<file path="config.mk">
export PLATFORM = sky130hd
export DESIGN_NAME = bp_update_scheduler
export DESIGN_NICKNAME = d
export VERILOG_FILES = /design/src/rtl/bp_update_scheduler.sv
export SDC_FILE = /design/constraint.sdc
export NUM_CORES = 1
export LEC_CHECK = 0
export CAP_MARGIN = 25
export CORE_ASPECT_RATIO = 0.5
export CORE_MARGIN = 4
export CORE_UTILIZATION = 45
export CTS_CLUSTER_DIAMETER = 120
export DETAILED_ROUTE_END_ITERATION = 8
export GPL_TIMING_DRIVEN = 1
export PLACE_DENSITY_LB_ADDON = 0.12
export SLEW_MARGIN = 0
export SYNTH_ARGS = -nofsm -noshare
export SYNTH_HDL_FRONTEND = slang
export SYNTH_SLANG_ARGS = --single-unit
</file>
<file path="constraint.sdc">
create_clock -name CLK -period 4.1 [get_ports CLK]
set_clock_uncertainty 0.2 [all_clocks]
set_input_delay 0.41 -clock CLK [delete_from_list [all_inputs] [get_ports CLK]]
set_output_delay 0.41 -clock CLK [all_outputs]
set_load 0.05 [all_outputs]
</file>
<file path="src/rtl/bp_update_scheduler.sv">
// Single write-port scheduler for the branch-predictor tables: clears every index after reset
// or flush, then drains resolved-branch updates from a small FIFO one per unstalled cycle.
module bp_update_scheduler #(
    parameter int unsigned IDX_W = 10,
    parameter int unsigned DEPTH = 4,
    parameter int unsigned CNT_W = 16
) (
    input  logic                CLK,
    input  logic                RESET,
    input  logic                STALL,
    input  logic                flush_req,
    input  logic                upd_valid,
    input  logic [31:0]         upd_pc,
    input  logic                upd_taken,
    input  logic [31:0]         upd_target,
    output logic                upd_ready,
    output logic                tbl_we,
    output logic                tbl_clear,
    output logic [IDX_W-1:0]    tbl_idx,
    output logic [29-IDX_W:0]   tbl_tag,
    output logic                tbl_taken,
    output logic [31:0]         tbl_target,
    output logic                init_done,
    output logic [CNT_W-1:0]    drop_cnt
);

    localparam int unsigned AW    = $clog2(DEPTH);
    localparam int unsigned PTR_W = AW + 1;

    typedef enum logic [0:0] {StInit, StRun} state_e;

    typedef struct packed {
        logic [29:0] pc_hi;
        logic        taken;
        logic [31:0] target;
    } entry_t;

    state_e             state_q, state_d;
    logic [IDX_W-1:0]   sweep_q, sweep_d;
    logic [PTR_W-1:0]   wptr_q, wptr_d, rptr_q, rptr_d, count;
    logic [CNT_W-1:0]   drop_q, drop_d;
    entry_t             mem_q [DEPTH];
    entry_t             new_entry, head;
    logic               push;

    logic               we_q, we_d, clear_q, clear_d, taken_q, taken_d;
    logic               init_done_q, init_done_d;
    logic [IDX_W-1:0]   idx_q, idx_d;
    logic [29-IDX_W:0]  tag_q, tag_d;
    logic [31:0]        target_q, target_d;

    // Byte-offset bits of the PC never reach the tables.
    logic unused_pc_lsb;
    assign unused_pc_lsb = ^upd_pc[1:0];

    assign count     = wptr_q - rptr_q;
    assign upd_ready = (state_q == StRun) && (count < PTR_W'(DEPTH)) && !flush_req;
    assign push      = upd_valid && upd_ready;
    assign new_entry = {upd_pc[31:2], upd_taken, upd_target};
    assign head      = mem_q[rptr_q[AW-1:0]];

    always_comb begin
        state_d     = state_q;
        sweep_d     = sweep_q;
        wptr_d      = wptr_q;
        rptr_d      = rptr_q;
        drop_d      = drop_q;
        we_d        = 1'b0;
        clear_d     = 1'b0;
        idx_d       = '0;
        tag_d       = '0;
        taken_d     = 1'b0;
        target_d    = '0;
        init_done_d = 1'b0;

        if (push) begin
            wptr_d = wptr_q + PTR_W'(1);
        end
        if (upd_valid && !upd_ready && (drop_q != '1)) begin
            drop_d = drop_q + CNT_W'(1);
        end

        if (flush_req) begin
            state_d = StInit;
            sweep_d = '0;
            wptr_d  = '0;
            rptr_d  = '0;
        end else begin
            unique case (state_q)
                StInit: begin
                    we_d    = 1'b1;
                    clear_d = 1'b1;
                    idx_d   = sweep_q;
                    sweep_d = sweep_q + IDX_W'(1);
                    if (sweep_q == '1) begin
                        state_d = StRun;
                    end
                end
                StRun: begin
                    init_done_d = 1'b1;
                    // STALL freezes the drain only; enqueue continues above.
                    if ((count != '0) && !STALL) begin
                        rptr_d   = rptr_q + PTR_W'(1);
                        we_d     = 1'b1;
                        idx_d    = head.pc_hi[IDX_W-1:0];
                        tag_d    = head.pc_hi[29:IDX_W];
                        taken_d  = head.taken;
                        target_d = head.target;
                    end
                end
                default: state_d = StInit;
            endcase
        end
    end

    always_ff @(posedge CLK or negedge RESET) begin
        if (!RESET) begin
            state_q     <= StInit;
            sweep_q     <= '0;
            wptr_q      <= '0;
            rptr_q      <= '0;
            drop_q      <= '0;
            we_q        <= 1'b0;
            clear_q     <= 1'b0;
            idx_q       <= '0;
            tag_q       <= '0;
            taken_q     <= 1'b0;
            target_q    <= '0;
            init_done_q <= 1'b0;
        end else begin
            state_q     <= state_d;
            sweep_q     <= sweep_d;
            wptr_q      <= wptr_d;
            rptr_q      <= rptr_d;
            drop_q      <= drop_d;
            we_q        <= we_d;
            clear_q     <= clear_d;
            idx_q       <= idx_d;
            tag_q       <= tag_d;
            taken_q     <= taken_d;
            target_q    <= target_d;
            init_done_q <= init_done_d;
        end
    end

    always_ff @(posedge CLK) begin
        if (push) begin
            mem_q[wptr_q[AW-1:0]] <= new_entry;
        end
    end

    assign tbl_we     = we_q;
    assign tbl_clear  = clear_q;
    assign tbl_idx    = idx_q;
    assign tbl_tag    = tag_q;
    assign tbl_taken  = taken_q;
    assign tbl_target = target_q;
    assign init_done  = init_done_q;
    assign drop_cnt   = drop_q;

endmodule

</file>
After elaboration in Yosys (flattened, before gate mapping)

Memory sizes are Yosys's and may differ from the RTL's.
Cells that the tools add are included.

RAM bits: 252
Latch bits: 0
Memories: 1
Word-level logic and storage cells: 68
Flip-flop bits (word level): 99
Output and inout bits: 83
ROM bits: 0

Memories:

| name  | words | bits a word | rd ports | clocked after Yosys merged registers in | wr ports | RTL line | source |
|---|---|---|---|---|---|---|---|
| mem_q | 4     | 63          | 1        | 0                                       | 1        | 42       | `entry_t mem_q [DEPTH];` |

Mux-type cells: 31
Add/subtract/negate cells: 5
Multiply operators: 0
Shift operators: 0
Divide/modulo/power cells: 0
Equality and inequality tests: 3
Bitwise logic cells: 1
Reductions and logical operators: 14
Order comparisons: 1

Operator list:

| operator              | number |
|---|---|
| $mux 32               | 3 |
| $mux 20               | 3 |
| $mux 10               | 4 |
| $pmux 10 s2           | 1 |
| $add 16x1->16 const B | 1 |
| $ne 16x16->1 const B  | 1 |
| $mux 3                | 5 |
| $mux 1                | 14 |
| $add 10x1->10 const B | 1 |
| $eq 10x10->1 const B  | 1 |
| $add 3x1->3 const B   | 2 |
| $logic_and 1x1->1     | 6 |
| $reduce_bool 2->1     | 3 |
| $logic_not 1->1       | 3 |
| $lt 3x3->1 const B    | 1 |
| $reduce_bool 3->1     | 1 |
| $sub 3x3->3           | 1 |
| $ne 2x2->1 const B    | 1 |
| $pmux 1 s2            | 1 |
| $reduce_and 2->1      | 1 |
| $not 1->1             | 1 |

Depth between registers and ports, before layout

Gate-level depths: netlist of run 1.

Depth in word-level cells: 7
Gate-level depth with buffers: 10
Depth with buffers taken out: 7

Worst setup path before layout of run 1

Ideal clock, no wire load.

Path kind: register -> register
Start point: register rptr_q[1]
End point: memory mem_q[3][0] (netlist bit) (enable)
Data arrival time: 3.648 ns
Cell stages (with the launch flop): 9
Slack: -0.177 ns
Cell sequence: dfrtp_1 -> clkbuf_1 -> clkbuf_1 -> inv_1 -> ha_1 -> nor2b_1 -> o21a_4 -> nor4_4 -> and2_1

Word-level cells in the longest chain between the ends: 7

RTL lines:

| what                           | RTL line | source |
|---|---|---|
| from (decl)                    | 40       | `logic [PTR_W-1:0] wptr_q, wptr_d, rptr_q, rptr_d, count;` |
| from (signal assigned)         | 134      | `rptr_q <= rptr_d;` |
| $sub 3x3->3                    | 56       | `assign count = wptr_q - rptr_q;` |
| $lt 3x3->1                     | 57       | `assign upd_ready = (state_q == StRun) && (count < PTR_W'(DEPTH)) && !flush_req;` |
| $logic_and 1x1->1 (2 in a row) | 57       |  |
| $logic_and 1x1->1              | 58       | `assign push = upd_valid && upd_ready;` |
| $mux 1                         | 147      | `if (push) begin` |
| $mux 1 (implied by the code)   | 148      | `mem_q[wptr_q[AW-1:0]] <= new_entry;` |
| to (decl)                      | 42       |  |

No other way between the ends.

Final worst setup path of run 1

Start point: register wptr_q[1]
End point: output port upd_ready

Word-level cells in the longest chain between the ends: 4

RTL lines:

| what                           | RTL line | source |
|---|---|---|
| from (decl)                    | 40       |  |
| from (signal assigned)         | 133      | `wptr_q <= wptr_d;` |
| $sub 3x3->3                    | 56       |  |
| $lt 3x3->1                     | 57       |  |
| $logic_and 1x1->1 (2 in a row) | 57       |  |
| to (decl)                      | 16       | `output logic upd_ready,` |

No other way between the ends.

==> results.py, run 1 <==
metrics = {
    "outcome": {
        "run_status": "finished, final reports clean",
    },
    "routing": {
        "drt_iter0_drc": 298,
        "post_drt_wl_per_cell_um": 20.5,
        "antenna_left": 0,
        "vias": 6268,
        "drc": 0,
        "drt-total-wl_um": 25000,
        "vias_per_cell": 5.13,
        "firstDrtPassIters": 4,
    },
    "synthesis": {
        "syn_area_per_cell_um2": 20.3,
        "ys_ff_latch": 351,
        "mappedNetlistArea_mm2": 0.0130,
        "synth_nets": 718,
        "ys_warn_count": 0,
        "synthCells": 639,
        "synth-seq-area-share": 0.773,
        "ys_types": 39,
    },
    "power": {
        "power.ir.vdd_worst_v": 0.000368,
        "p_leak_uw": 0.00567,
        "power_uw": 7390,
        "internal-power_uw": 5770,
        "power_density_mw_per_mm2": 459,
        "p_comb_frac": 0.068,
        "p_seq_frac": 0.532,
        "pwr-share-clk": 0.401,
        "switching_power_uw": 1620,
        "sw_frac_of_total": 0.219,
    },
    "cts": {
        "cts_tree": "yes",
        "numCtsBuffers": 30,
        "clk_pin_slew_ns": 0.07,
        "cts.path.max_buffers": 3,
        "postCtsSetupBuffers": 0,
        "cts_root_buffer": "clkbuf_16",
        "clk_latency_ns": 0.57,
        "htreeDepth": 1,
        "clkSinkCount": 351,
    },
    "floorplan": {
        "row_count": 43,
        "dieArea_mm2": 0.0318,
        "ios": 153,
        "die_h_um": 128,
        "initial_core_util": 0.463,
        "die_width_um": 248,
        "core-area_mm2": 0.0281,
    },
    "global_routing": {
        "grt_pass1_vias": 6614,
        "grt_max_degree": 66,
        "antenna_found_initial": 0,
        "globalRouteOverflowTotal": 0,
        "grt_pass1_wl_um": 38700,
        "grt_use_total": 0.160,
    },
    "critical_path": {
        "cp-start-kind": "flip-flop",
        "rr_worst_depth": 6,
        "arrival_ns": 2.78,
        "worstSetupStartpoint": "wptr_q[1]",
        "worstReg2RegEnd": "mem_q[1][39]",
        "crit_fanout": 5,
        "crit_path_end_kind": "output pin",
        "path_class": "reg2out",
        "endpoint": "upd_ready",
        "rrSetupSlack_ns": 1.03,
        "cp.required_ns": 3.49,
        "r2r_start": "wptr_q[1]",
    },
    "sta": {
        "finalSetupTns_ns": 0,
        "period_needed_ns": 3.39,
        "setup_viol": 0,
        "max_slew.worst_pin.slew_ns": 1.01,
        "period_share": 0.827,
        "fmax_ghz": 0.295,
        "grt_setup_unrepaired": "false",
        "max_slew_margin": 0.326,
        "slew_violations": 0,
        "hold_viol_final": 0,
    },
    "place": {
        "routabilityCongestion": 0.759,
        "numPortBuffers": 150,
        "placed_cells": 1165,
        "dpl-instance-area_mm2": 0.0151,
        "dp_hpwl_um": 15100,
    },
    "finish": {
        "instances_no_fill": 1222,
        "area_growth_pct": 23.9,
        "fin_nets": 895,
        "n_antenna_cell": 0,
        "postLayoutCoreUtil": 0.573,
        "mostFrequentLayoutCells": "edfxtp_1 (252), clkdlybuf4s50_1 (149), dfrtp_1 (97)",
        "layout_commonest_cell": "edfxtp_1",
        "final_area_mm2": 0.0161,
        "drive_above_1_share": 0.173,
    },
    "worst_hold_path": {
        "min-delay-path-class": "in2async",
    },
    "flow_run": {
        "cap_violations": 0,
    },
}
[area by class of cell]
class	instances	area, um2
flip-flops and latches	351	10100
fillers	2172	12000
clock inverters	24	272
multi-input cells	256	2820
inverters	6	22.5
well taps	382	478
repair buffers	171	1700
clock buffers	32	758
[state kept, by name, summed over array words and instances, names as in the netlist]
signal      count
drop_cnt       16
tbl_taken       1
state_q         1
tbl_clear       1
mem_q         252
tbl_tag        20
rptr_q          3
tbl_we          1
tbl_idx        10
tbl_target     32
init_done       1
sweep_q        10
wptr_q          3
[metrics by stage]
stage | hold slack (ns) | worst slack, ns
after detailed placement | 0.214 | 0.911
after global placement | 0.215 | 0.959
after floorplan | -0.0856 | 0.513
final | 0.168 | 0.708
after global routing | 0.194 | 0.545
after CTS | 0.160 | 0.675
[logic make-up after synthesis]
| family | Yosys count | share of synthesized area |
|---|---|---|
| DFF | 351 | 0.773 |
| buffers and inverters | 32 | 0.0111 |
| adders and majority gates | 9 | 0.00867 |
| xor gates and xnor gates | 25 | 0.0169 |
| and+or+nand+nor | 132 | 0.0614 |
| AOI/OAI and AO/OA | 22 | 0.0158 |
| muxes | 68 | 0.113 |
[layer usage]
metal / GRT usage / part of all wire / wire length (um)
met5: 0 / 0 / 0
met2: 0.266 / 0.50 / 12500
met1: 0.225 / 0.45 / 11300
met3: 0.0320 / 0.037 / 934
met4: 0.0283 / 0.013 / 334
[cells in the mapped netlist]
| cell type | count | share of area |
|---|---|---|
| nor2_4 | 1 | 0.00087 |
| inv_1 | 6 | 0.0017 |
| mux2i_1 | 4 | 0.0031 |
| and2_1 | 58 | 0.028 |
| nor2b_1 | 5 | 0.0024 |
| xnor2_1 | 4 | 0.0027 |
| a21oi_1 | 4 | 0.0015 |
| and3_1 | 3 | 0.0014 |
| nor4_4 | 2 | 0.0033 |
| nor3_1 | 9 | 0.0035 |
| nand2_1 | 11 | 0.0032 |
| dfrtp_1 | 99 | 0.19 |
| nand2b_1 | 1 | 0.00048 |
| or2b_1 | 1 | 0.00058 |
| clkbuf_1 | 10 | 0.0029 |
| mux4_2 | 63 | 0.11 |
| a41oi_1 | 1 | 0.00067 |
| o311ai_2 | 1 | 0.0013 |
| nand4_1 | 4 | 0.0019 |
| nor3_4 | 1 | 0.0013 |
| buf_1 | 2 | 0.00058 |
| xor2_1 | 21 | 0.014 |
| clkbuf_2 | 4 | 0.0015 |
| nor4_1 | 4 | 0.0019 |
| nor3b_1 | 2 | 0.0012 |
| o21a_4 | 1 | 0.0012 |
| buf_2 | 9 | 0.0035 |
| a22o_1 | 10 | 0.0067 |
| o31ai_4 | 2 | 0.0033 |
| and4_1 | 3 | 0.0020 |
| ha_1 | 9 | 0.0087 |
| nor2_1 | 16 | 0.0046 |
| mux2_2 | 1 | 0.00087 |
| or3_1 | 3 | 0.0014 |
| buf_6 | 1 | 0.00087 |
| nand3_1 | 6 | 0.0023 |
| and3_2 | 2 | 0.0012 |
| edfxtp_1 | 252 | 0.58 |
| o21ai_0 | 3 | 0.0012 |
[power groups by stage]
stage	logic [uW]	clock network (uW)	registers, uW
after floorplan	86.7	0	4170
after global placement	496	0	4000
after detailed placement	506	0	4010
after CTS	507	3040	3930
after global routing	536	3190	3940
final	500	2960	3930
[repair_timing]
| action | 4_1_cts | 5_1_grt |
|---|---|---|
| endpoints found under the hold margin | 36 | 0 |
| resized for setup | 0 | 0 |
| hold buffers | 1 | 0 |
[worst min path at each step]
stage           from     endpoint  slack, ns  cells past startpoint
2_1_floorplan  RESET  drop_cnt[0]      -0.09                      0
3_3_place_gp   RESET   sweep_q[6]       0.21                      1
3_5_place_dp   RESET   sweep_q[8]       0.21                      1
4_1_cts        RESET   sweep_q[8]       0.16                      2
5_1_grt        RESET   sweep_q[8]       0.19                      2
6_report       RESET   tbl_idx[7]       0.17                      2
[critical path: stages, from the launching register on]
cell,delay (ns)
dfrtp_1,0.44
ha_1,0.32
nor2b_1,0.17
o21a_4,0.25
nor3_1,0.17
clkdlybuf4s50_1,0.87
Power figures use the tool's default switching activity.
==> inputs of run 2 (changes only) <==
==> constraint.sdc (replaced) <==
create_clock -name CLK -period 3 [get_ports CLK]
set_clock_uncertainty 0.2 [all_clocks]
set_input_delay 0.3 -clock CLK [delete_from_list [all_inputs] [get_ports CLK]]
set_output_delay 0.3 -clock CLK [all_outputs]
set_load 0.05 [all_outputs]
==> run 2 against run 1 <==
Net effect: sequential power is 37% higher; utilization is 0.55 points higher; first-iteration DRC count is 36% higher; highest routed layer unchanged; count of clock-buffer cells in the layout is 11 higher; combinational power is 38% higher; power is 35% higher; global-route usage is 0.30 points higher; critical path depth is 1 higher; register-to-register slack worse by 0.88 ns.
==> results.py, run 2 (synthesis gave the netlist of run 1 again) <==
metrics = {
    "floorplan": {
        "row_count": 43,
        "initial_core_util": 0.463,
        "ios": 153,
        "core-area_mm2": 0.0281,
        "die_width_um": 248,
        "dieArea_mm2": 0.0318,
        "die_h_um": 128,
    },
    "sta": {
        "slew_violations": 0,
        "hold_viol_final": 0,
        "finalSetupTns_ns": 0,
        "setup_viol": 0,
        "max_slew.worst_pin.slew_ns": 1.00,
        "period_share": 0.951,
        "period_needed_ns": 2.85,
        "grt_setup_unrepaired": "false",
        "fmax_ghz": 0.351,
        "max_slew_margin": 0.331,
    },
    "cts": {
        "cts_root_buffer": "clkbuf_16",
        "hold_buffers": 1,
        "clkSinkCount": 351,
        "clk_pin_slew_ns": 0.06,
        "numCtsBuffers": 31,
        "htreeDepth": 1,
        "cts.path.max_buffers": 3,
        "clk_latency_ns": 0.56,
        "cts_tree": "yes",
        "cts_resized": 0,
        "postCtsSetupBuffers": 0,
    },
    "finish": {
        "drive_above_1_share": 0.187,
        "layout_commonest_cell": "edfxtp_1",
        "mostFrequentLayoutCells": "edfxtp_1 (252), clkdlybuf4s50_1 (148), dfrtp_1 (97)",
        "area_growth_pct": 25.1,
        "fin_nets": 906,
        "n_antenna_cell": 0,
        "instances_no_fill": 1234,
        "largest_register_ffs": 252,
        "final.fill_count": 2142,
    },
    "critical_path": {
        "rr_worst_depth": 6,
        "crit_path_end_kind": "flip-flop",
        "path_class": "reg2reg",
        "rrSetupSlack_ns": 0.15,
        "cp.required_ns": 3.06,
        "arrival_ns": 2.91,
        "cp-start-kind": "flip-flop",
        "crit_fanout": 12,
    },
    "outcome": {
        "run_status": "finished, final reports clean",
    },
    "routing": {
        "post_drt_wl_per_cell_um": 20.4,
        "antenna_left": 0,
        "drt-total-wl_um": 25200,
        "vias": 6305,
        "firstDrtPassIters": 4,
        "vias_per_cell": 5.11,
        "drt_iter0_drc": 405,
        "drc": 0,
    },
    "worst_hold_path": {
        "min-delay-path-class": "in2async",
    },
    "global_routing": {
        "grt_pass1_vias": 6831,
        "grt_max_degree": 66,
        "grt_pass1_wl_um": 39500,
        "grt_use_total": 0.163,
        "antenna_found_initial": 0,
        "globalRouteOverflowTotal": 0,
    },
    "power": {
        "power_density_mw_per_mm2": 612,
        "power.ir.vdd_worst_v": 0.000555,
        "p_leak_uw": 0.00574,
    },
    "place": {
        "routabilityCongestion": 0.771,
        "numPortBuffers": 150,
        "dp_hpwl_um": 15900,
        "placed_cells": 1175,
    },
    "flow_run": {
        "cap_violations": 0,
    },
}
run 2: changes by cell type in the layout (fill, tap and decap cells not counted), moves of 2 or more:
cell and change:
buf_12 +9, clkbuf_1 +9, clkinv_1 -8, bufinv_16 -3
buf_4 +2
run 2: stage by stage:
step / setup slack [ns] / total power (uW) / hold WS [ns] / area [um2] / utilization
finish: 0.147 / 9950 / 0.0997 / 16200 / 0.579
global route: 0.0580 / 10300 / 0.147 / 16200 / 0.579
CTS: 0.141 / 10100 / 0.101 / 16200 / 0.579
detailed placement: 0.160 / 6170 / 0.163 / 15300 / 0.543
global placement: 0.165 / 6160 / 0.160 / 15300 / 0.543
floorplan: 0.0104 / 5820 / -0.196 / 13000 / -
run 2: cell type report:
class | instances | area [um2] | share of cell area
flip-flops and latches | 351 | 10100 | 0.619
well taps | 382 | 478 | 0.0294
clock buffers | 43 | 831 | 0.0511
multi-input cells | 256 | 2830 | 0.174
clock inverters | 15 | 156 | 0.00963
inverters | 6 | 22.5 | 0.00139
repair buffers | 181 | 1880 | 0.116
run 2: path summary, 6_finish.rpt:
path,start,to
max,wptr_q[1],mem_q[1][60]
min,RESET,sweep_q[5]
max reg2reg,wptr_q[1],mem_q[1][60]
min reg2reg,drop_cnt[9],drop_cnt[9]
max in group asynchronous,RESET,tbl_target[24]
min in group CLK,upd_target[20],mem_q[2][20]
run 2: worst max-delay path, stage by stage, from the launching register on:
cell and delay [ns]:
dfrtp_1 0.43, ha_1 0.32, nor2b_4 0.14, o21a_4 0.25
nor4_4 0.52, and2_4 0.42, buf_4 0.25
run 2: routing by layer:
metal | vias to the layer above | GRT usage | share of wire
met1 | 3283 | 0.229 | 0.43
met5 | - | 0 | 0
met3 | 30 | 0.0328 | 0.050
met2 | 132 | 0.271 | 0.51
li1 | 2860 | - | -
met4 | 0 | 0.0300 | 0.016
run 2: power breakdown:
group / leakage (uW) / internal, uW / switching [uW]
clock network: 0.000480 / 2200 / 1690
logic: 0.00166 / 267 / 421
registers: 0.00360 / 5280 / 94.7
